**config.mk**
```make
export PLATFORM = sky130hd
export DESIGN_NAME = rx_reset_seq
export DESIGN_NICKNAME = d
export VERILOG_FILES = /design/src/rtl/rx_reset_seq_pkg.sv /design/src/rtl/rx_reset_seq_sync.sv /design/src/rtl/rx_reset_seq.sv
export SDC_FILE = /design/constraint.sdc
export NUM_CORES = 1
export LEC_CHECK = 0
export CORE_MARGIN = 4
export CORE_UTILIZATION = 25
export CTS_CLUSTER_DIAMETER = 120
export DETAILED_ROUTE_END_ITERATION = 7
export SLEW_MARGIN = 5
export SYNTH_ARGS = -nofsm -noshare
export SYNTH_HDL_FRONTEND = slang
export SYNTH_SLANG_ARGS = --single-unit
```
**constraint.sdc**
```tcl
create_clock -name refclkdiv2 -period 2.5 [get_ports refclkdiv2]
set_input_delay 0.25 -clock refclkdiv2 [delete_from_list [all_inputs] [get_ports refclkdiv2]]
set_output_delay 0.25 -clock refclkdiv2 [all_outputs]
set_load 0.01 [all_outputs]
```
**src/rtl/rx_reset_seq_pkg.sv**
```systemverilog
// Shared definitions for the RX channel reset sequencer: state encodings,
// reset hold lengths and the timer width helper.
package rx_reset_seq_pkg;

   typedef enum logic [2:0] {
      TX_WAIT    = 3'd0,
      LOS_WAIT   = 3'd1,
      SERDES_RST = 3'd2,
      CDR_WAIT   = 3'd3,
      PCS_RST    = 3'd4,
      NORMAL     = 3'd5
   } rx_state_e;

   localparam int unsigned SERDES_RST_CYCLES = 32'd8;
   localparam int unsigned PCS_RST_CYCLES    = 32'd4;

   // One shared timer must cover both the lock window and the 8-cycle hold.
   function automatic int unsigned cnt_width(input int unsigned count_index);
      return ((count_index + 32'd1) > 32'd3) ? (count_index + 32'd1) : 32'd3;
   endfunction

endpackage

```
**src/rtl/rx_reset_seq_sync.sv**
```systemverilog
// Two-flop synchronizer with a configurable reset level, used for the
// asynchronous CDR loss-of-lock and loss-of-signal indications.
module sync_2ff #(
   parameter logic RESET_VAL = 1'b1
) (
   input  logic clk_i,
   input  logic rst_ni,
   input  logic d_i,
   output logic q_o
);

   logic meta_q;
   logic sync_q;

   // Two-stage capture of the asynchronous input.
   always_ff @(posedge clk_i or negedge rst_ni) begin
      if (!rst_ni) begin
         meta_q <= RESET_VAL;
         sync_q <= RESET_VAL;
      end else begin
         meta_q <= d_i;
         sync_q <= meta_q;
      end
   end

   assign q_o = sync_q;

endmodule

```
**src/rtl/rx_reset_seq.sv**
```systemverilog
// RX channel reset sequencer: waits for TX, signal and CDR lock before
// releasing the SERDES reset and then the PCS reset.
module rx_reset_seq
   import rx_reset_seq_pkg::*;
#(
   parameter int unsigned COUNT_INDEX = 17
) (
   input  logic       refclkdiv2,
   input  logic       rst_n,
   input  logic       tx_pcs_rst_ch_c,
   input  logic       rx_cdr_lol_ch_s,
   input  logic       rx_los_low_ch_s,
   output logic       rx_serdes_rst_ch_c,
   output logic       rx_pcs_rst_ch_c,
   output logic       rx_ready,
   output logic [3:0] retry_cnt
);

   localparam int unsigned   CW          = cnt_width(COUNT_INDEX);
   localparam logic [CW-1:0] LOCK_LAST   = CW'((64'd1 << COUNT_INDEX) - 64'd1);
   localparam logic [CW-1:0] SERDES_LAST = CW'(SERDES_RST_CYCLES - 32'd1);
   localparam logic [CW-1:0] PCS_LAST    = CW'(PCS_RST_CYCLES - 32'd1);
   localparam logic [CW-1:0] CNT_MAX     = {CW{1'b1}};

   logic          lol_s;
   logic          los_s;
   rx_state_e     state_q, state_d;
   logic [CW-1:0] cnt_q, cnt_d;
   logic [3:0]    retry_q, retry_d;
   logic          retry_inc_s;
   logic          timed_s;
   logic          serdes_rst_q;
   logic          pcs_rst_q;
   logic          ready_q;

   sync_2ff #(.RESET_VAL(1'b1)) u_sync_lol (
      .clk_i  (refclkdiv2),
      .rst_ni (rst_n),
      .d_i    (rx_cdr_lol_ch_s),
      .q_o    (lol_s)
   );

   sync_2ff #(.RESET_VAL(1'b1)) u_sync_los (
      .clk_i  (refclkdiv2),
      .rst_ni (rst_n),
      .d_i    (rx_los_low_ch_s),
      .q_o    (los_s)
   );

   // Next-state, shared timer and retry counter logic.
   always_comb begin
      state_d = state_q;
      cnt_d   = cnt_q;
      retry_d = retry_q;

      if ((state_q != TX_WAIT) && tx_pcs_rst_ch_c) begin
         state_d = TX_WAIT;
      end else begin
         case (state_q)
            TX_WAIT:    state_d = tx_pcs_rst_ch_c ? TX_WAIT : LOS_WAIT;
            LOS_WAIT:   state_d = los_s ? LOS_WAIT : SERDES_RST;
            SERDES_RST: state_d = (cnt_q == SERDES_LAST) ? CDR_WAIT : SERDES_RST;
            CDR_WAIT: begin
               if (los_s) begin
                  state_d = LOS_WAIT;
               end else if (!lol_s && (cnt_q == LOCK_LAST)) begin
                  state_d = PCS_RST;
               end else begin
                  state_d = CDR_WAIT;
               end
            end
            PCS_RST:    state_d = (cnt_q == PCS_LAST) ? NORMAL : PCS_RST;
            NORMAL: begin
               if (los_s) begin
                  state_d = LOS_WAIT;
               end else if (lol_s) begin
                  state_d = SERDES_RST;
               end else begin
                  state_d = NORMAL;
               end
            end
            default:    state_d = TX_WAIT;
         endcase
      end

      // Lock loss inside the window restarts it; the timer never wraps.
      timed_s = (state_q == SERDES_RST) || (state_q == CDR_WAIT) || (state_q == PCS_RST);
      if (state_d != state_q) begin
         cnt_d = {CW{1'b0}};
      end else if ((state_q == CDR_WAIT) && lol_s) begin
         cnt_d = {CW{1'b0}};
      end else if (timed_s && (cnt_q != CNT_MAX)) begin
         cnt_d = cnt_q + {{(CW-1){1'b0}}, 1'b1};
      end else if (timed_s) begin
         cnt_d = cnt_q;
      end else begin
         cnt_d = {CW{1'b0}};
      end

      retry_inc_s = ((state_q == CDR_WAIT) && (state_d == LOS_WAIT)) ||
                    ((state_q == NORMAL) &&
                     ((state_d == LOS_WAIT) || (state_d == SERDES_RST)));
      if (retry_inc_s && (retry_q != 4'd15)) begin
         retry_d = retry_q + 4'd1;
      end else begin
         retry_d = retry_q;
      end
   end

   // State, timer and retry registers.
   always_ff @(posedge refclkdiv2 or negedge rst_n) begin
      if (!rst_n) begin
         state_q <= TX_WAIT;
         cnt_q   <= {CW{1'b0}};
         retry_q <= 4'd0;
      end else begin
         state_q <= state_d;
         cnt_q   <= cnt_d;
         retry_q <= retry_d;
      end
   end

   // Registered channel controls; SERDES is only released once the CDR phase starts.
   always_ff @(posedge refclkdiv2 or negedge rst_n) begin
      if (!rst_n) begin
         serdes_rst_q <= 1'b1;
         pcs_rst_q    <= 1'b1;
         ready_q      <= 1'b0;
      end else begin
         serdes_rst_q <= !((state_q == CDR_WAIT) || (state_q == PCS_RST) || (state_q == NORMAL));
         pcs_rst_q    <= (state_q != NORMAL);
         ready_q      <= (state_q == NORMAL);
      end
   end

   assign rx_serdes_rst_ch_c = serdes_rst_q;
   assign rx_pcs_rst_ch_c    = pcs_rst_q;
   assign rx_ready           = ready_q;
   assign retry_cnt          = retry_q;

endmodule

```
Word level (Yosys, flattened, before mapping)
Cells that the tools add are included.
{ "totals": {"reg_bits": 32, "inputBits": 5, "out_inout_bits": 7, "word_cells": 58} }
{ "classes": {"add_sub_neg": 2, "eq_ne": 15, "mux": 14, "reduce_logical": 17} }
{ "op_table": {"columns": ["op", "count"], "rows": [
  ["18-bit 2-to-1 mux", 4],
  ["18-bit by 1-bit adder with 18-bit output (second input constant)", 1],
  ["18-bit by 17-bit == test with 1-bit output (second input constant)", 1],
  ["18-bit by 2-bit == test with 1-bit output (second input constant)", 1],
  ["18-bit by 3-bit == test with 1-bit output (second input constant)", 1],
  ["18-bit inequality test (second input constant)", 1],
  ["3-bit one-hot mux with 6 select lines", 1],
  ["3-bit 2-to-1 mux", 5],
  ["3-bit by 2-bit == test with 1-bit output (second input constant)", 3],
  ["1-bit logical AND", 7],
  ["3-bit by 1-bit == test with 1-bit output (second input constant)", 2],
  ["3-bit == test (second input constant)", 2],
  ["1-bit logical OR", 6],
  ["4-bit by 1-bit adder with 4-bit output (second input constant)", 1],
  ["4-bit by 1-bit inequality test with 1-bit output (second input constant)", 1],
  ["4-bit inequality test (second input constant)", 1],
  ["3-bit zero test", 1],
  ["1-bit 2-to-1 mux", 3],
  ["3-bit inequality test", 1],
  ["3-bit inequality test (second input constant)", 1],
  ["3-bit nonzero test", 1],
  ["1-bit zero test", 2],
  ["2-bit 2-to-1 mux", 1]
]} }

Depth between registers and ports, before layout
{ "logic_depth": {"word_depth": 11, "mapped_depth": 8, "depth_no_buf": 7} }

By module
Synthesis repeated with hierarchy kept, for this count alone.
{ "unflattened": {"hier_cells": 175, "area_unflattened_um2": 1705.4} }
{ "modules_own_cells": {"columns": ["mod", "n_inst", "cells_per_inst", "area_per_inst_um2", "seq_area_each_um2"], "rows": [
  ["rx_reset_seq", 1, 171, 1600.3, 703.2],
  ["sync_2ff", 2, 2, 52.6, 52.6]
]} }

Least setup slack after synthesis
No wires, ideal clock.
{ "synth_path": {"kind": "reg2reg", "from": "reg cnt_q[0]", "to": "reg retry_q[1], in the netlist retry_cnt[1]", "setup_ns": 0.125, "t_arrival_ns": 2.101, "t_required_ns": 2.375, "slack_ns": 0.274, "path_stages_with_launch": 8, "n_path_buf": 0, "period_less_slack_ns": 2.226, "path_cell_list": "dfrtp_1 > ha_1 > nand4_1 > nor2_1 > a311o_1 > a2111oi_4 > o21ai_2 > mux2_4"} }
{ "synth_between": {"elab_chain_len": 11, "word_cells_on_any_way": 17, "classes_between": "eq/ne: 5; mux: 6; reduce/logical: 6"} }
{ "synth_rtl": {"columns": ["item", "line_no", "text"], "rows": [
  ["from (decl)", "rx_reset_seq.sv:28", "logic [CW-1:0] cnt_q, cnt_d;"],
  ["from (signal assigned)", "rx_reset_seq.sv:114", "cnt_q <= {CW{1'b0}};"],
  ["from (signal assigned)", "rx_reset_seq.sv:118", "cnt_q <= cnt_d;"],
  ["18-bit by 17-bit == test with 1-bit output", "rx_reset_seq.sv:66", "end else if (!lol_s && (cnt_q == LOCK_LAST)) begin"],
  ["1-bit logical AND", "rx_reset_seq.sv:66", null],
  ["3-bit 2-to-1 mux", "rx_reset_seq.sv:66", null],
  ["3-bit 2-to-1 mux", "rx_reset_seq.sv:64", "if (los_s) begin"],
  ["3-bit one-hot mux with 6 select lines (*)", "rx_reset_seq.sv:59", "case (state_q)"],
  ["3-bit 2-to-1 mux (*)", "rx_reset_seq.sv:56", "if ((state_q != TX_WAIT) && tx_pcs_rst_ch_c) begin"],
  ["3-bit by 1-bit == test with 1-bit output or 3-bit by 2-bit == test with 1-bit output (tied branches)", "rx_reset_seq.sv:100, rx_reset_seq.sv:102", null],
  ["1-bit logical OR", "rx_reset_seq.sv:102", "((state_d == LOS_WAIT) || (state_d == SERDES_RST)));"],
  ["1-bit logical AND", "rx_reset_seq.sv:101", "((state_q == NORMAL) &&"],
  ["1-bit logical OR (*)", "rx_reset_seq.sv:100", "retry_inc_s = ((state_q == CDR_WAIT) && (state_d == LOS_WAIT)) ||"],
  ["1-bit logical AND (*)", "rx_reset_seq.sv:103", "if (retry_inc_s && (retry_q != 4'd15)) begin"],
  ["to (signal assigned)", "rx_reset_seq.sv:119", "retry_q <= retry_d;"],
  ["to (decl)", "rx_reset_seq.sv:29", "logic [3:0] retry_q, retry_d;"]
]} }
Mark *: on every way between the ends. The rest lies on a longest branch, timed or not.
A chain may end at the register's enable or synchronous reset.

Worst setup path in the final report
Same ends and word-level chain as after synthesis.

==> qor.yml <==
worst_setup_path:
  cp_max_fo: 7
  r2r-end: "retry_cnt[1]"
  path_cells: "ha_1 -> nand4_1 -> nor2_1 -> a311o_1 -> a2111oi_4 -> o21ai_2 -> mux2_4"
  worst_setup_path_start_kind: "register"
  cp-end-kind: "register"
  critical_path_required_ns: 2.67
  crit_arrival_ns: 2.49
  reg2regPathDepth: 7
  r2r-start: "cnt_q[0]"
  slowest_delay_ns: 0.42
  ff2ff_setup_slack_ns: 0.18
  cp_slowest_cell: "a311o_1"
  path_class: "reg2reg"
timing:
  skew_ns: 0.00500
  rsz0062_at_grt: "false"
  min_period_ns: 2.32
  finalCritPeriodShare_pct: 92.8
  slew_headroom_pct: 66.5
  slew_violations: 0
  hold_viol: 0
  worst-slew-pin-transition_ns: 0.498
  setup_viol: 0
  fmax_mhz: 431
  tns_ns: 0
clocking:
  cts_resized: 0
  clock_path_buffers: 2
  postCtsSetupBuffers: 0
  clk_latency_ns: 0.29
  clk_pin_slew_ns: 0.07
  htree_num_levels: 2
  cts-root-buf: "clkbuf_8"
  cts_buffers: 5
  postCtsHoldBufs: 0
  clkSinkCount: 32
  cts_tree: "yes"
yosys:
  ys.warnings.count: 0
  syn_inst: 180
  synthFlopType: "dfrtp_1"
  seq_area_frac_synth_pct: 46.0
  synthesis.area_sq_um: 1760
  async_reset_ff_share_pct: 100
  synth_nets: 187
  synth-edff-count: 0
  synthDistinctLibCells: 50
  syn_avg_cell_area_sq_um: 9.76
  ys_ff_latch: 32
finish:
  drive_gt1_share_pct: 15.5
  ff_latch_area_sq_um: 808
  n_antenna_cell: 0
  fill_cells: 700
  synthToLayoutAreaGrowth_pct: 21.3
  multiInputGateArea_sq_um: 893
  fin_util_pct: 31.4
  num-nets-final: 206
floorplan:
  die_w_um: 91.8
  die-area_sq_um: 8430
  pin_count: 12
  die_h_um: 91.8
  start_util_pct: 25.9
  rows: 30
  core_area_sq_um: 6790
power:
  p_per_area_nw_per_um2: 696
  ir_worst_vdd_mv: 0.210
  total_power_mw: 1.48
  leakage_nw: 0.832
grt:
  grt_pass1_vias: 1409
  overflow: 0
  grt_pass1_wl_mm: 6.52
  antenna_found_initial: 0
  gr-usage-all-layers_pct: 9.51
  grt_max_degree: 33
routing:
  vias: 1424
  via_per_inst: 4.81
  ant_nets: 0
  drc: 0
  drt_first_pass_iters: 4
  wl_per_cell_um: 12.8
  wl_mm: 3.78
  drt_iter0_markers: 172
place:
  dpl.hpwl_mm: 2.61
  gp_congestion: 0.796
  io_buffers: 11
job:
  drv_cap: 0
hold_path:
  hold_path_class: "in2async"
run_status:
  status: "finished clean"
[registers in the layout, summed over array words and instances, names as in the netlist]
name	count
cnt_q	18
retry_cnt	4
rx_pcs_rst_ch_c	1
rx_ready	1
rx_serdes_rst_ch_c	1
state_q	3
u_sync_lol.meta_q	1
u_sync_lol.q_o	1
u_sync_los.meta_q	1
u_sync_los.q_o	1
[worst max path at each step]
stage                     startpoint  cells after the start      endpoint  slack, ns
after floorplan             cnt_q[0]                      7  retry_cnt[1]       0.27
after global placement      cnt_q[0]                      7  retry_cnt[1]       0.23
after detailed placement    cnt_q[0]                      7  retry_cnt[1]       0.18
after CTS                   cnt_q[0]                      7  retry_cnt[1]       0.17
after global routing        cnt_q[0]                      7  retry_cnt[1]       0.03
final                       cnt_q[0]                      7  retry_cnt[1]       0.18
[stage by stage]
step | hold slack, ns | instance area, sq um | cells | setup slack, ns
6_report | 0.350 | 2130 | 296 | 0.181
2_1_floorplan | -0.0456 | 1760 | 180 | 0.274
5_1_grt | 0.364 | 2130 | 296 | 0.0347
4_1_cts | 0.359 | 2130 | 296 | 0.166
3_5_place_dp | 0.349 | 2020 | 288 | 0.177
3_3_place_gp | 0.346 | 2020 | 288 | 0.232
[cell usage in the layout (no fill, tap or decap), types with 3 or more instances in the layout]
| cell type | instances |
|---|---|
| nand4_1 | 7 |
| dfrtp_1 | 26 |
| nor2_1 | 22 |
| clkbuf_8 | 5 |
| xor2_1 | 5 |
| dfstp_2 | 6 |
| a311oi_1 | 3 |
| and3_1 | 4 |
| nand2_1 | 9 |
| clkdlybuf4s50_1 | 11 |
| buf_4 | 8 |
| a21oi_1 | 11 |
| xnor2_1 | 7 |
| nor2b_1 | 3 |
| nor4_1 | 3 |
| nand2b_1 | 3 |
| nand3_1 | 13 |
| inv_1 | 3 |
| o21ai_0 | 6 |
| mux2i_1 | 3 |
| nor3_1 | 3 |
[worst max-delay path, delay by kind of cell, from the launching register on]
kind            cells  cell delay (ns)
compound gates      3             0.97
fa+ha+maj           1             0.29
flops               1             0.40
mux                 1             0.30
simple gates        2             0.24
[synth_stat cells, types with 2 or more instances]
| master | instances | area (sq um) |
|---|---|---|
| nor2_1 | 22 | 82.6 |
| xor2_1 | 5 | 43.8 |
| a311oi_1 | 3 | 26.3 |
| nor3_1 | 3 | 15.0 |
| a21oi_1 | 11 | 55.1 |
| dfrtp_1 | 26 | 651 |
| a211oi_1 | 2 | 15.0 |
| nand3_1 | 13 | 65.1 |
| inv_1 | 3 | 11.3 |
| and3_1 | 4 | 25.0 |
| ha_1 | 2 | 25.0 |
| nand2b_1 | 3 | 18.8 |
| dfstp_2 | 6 | 158 |
| nor2b_1 | 3 | 18.8 |
| nand2_1 | 9 | 33.8 |
| o21ai_0 | 6 | 30.0 |
| a31oi_1 | 2 | 12.5 |
| clkbuf_1 | 4 | 15.0 |
| and4_4 | 2 | 22.5 |
| o211ai_1 | 2 | 15.0 |
| buf_2 | 2 | 10.0 |
| nor4_1 | 3 | 18.8 |
| mux2i_1 | 3 | 30.0 |
| o22ai_1 | 2 | 12.5 |
| nor3b_1 | 2 | 15.0 |
| xnor2_1 | 7 | 61.3 |
| nand4_1 | 7 | 43.8 |
[per-layer routing]
| layer | global-route usage [%] | share of wire [%] | vias to the layer above |
|---|---|---|---|
| met2 | 14.1 | 46 | 28 |
| met3 | 2.30 | 3.4 | 7 |
| met5 | 0 | 0 | - |
| li1 | - | - | 701 |
| met4 | 5.57 | 2.5 | 0 |
| met1 | 12.5 | 48 | 688 |
[power by group]
| part | internal (mW) | leakage [nW] | total [mW] | switching (mW) |
|---|---|---|---|---|
| logic | 0.181 | 0.355 | 0.385 | 0.204 |
| registers | 0.564 | 0.421 | 0.607 | 0.0430 |
| clock network | 0.296 | 0.0552 | 0.491 | 0.195 |
[area by class of cell]
| type | count | area share, % |
|---|---|---|
| multi-input cells | 137 | 41.9 |
| clock buffers | 6 | 3.41 |
| well taps | 96 | 5.64 |
| repair buffers | 20 | 8.93 |
| clock inverters | 2 | 1.64 |
| inverters | 3 | 0.528 |
| flip-flops and latches | 32 | 37.9 |
[cells by family after synthesis]
group | count (synthesis) | share of synthesized area, %
XOR/XNOR | 12 | 5.98
AO/OA/AOI/OAI | 39 | 16.2
flip-flops | 32 | 46.0
buffers and inverters | 11 | 3.13
multiplexers | 5 | 3.20
AND/OR/NAND/NOR | 79 | 24.1
adder cells (fa/ha/maj) | 2 | 1.42
(Power assumes the default switching activity.)
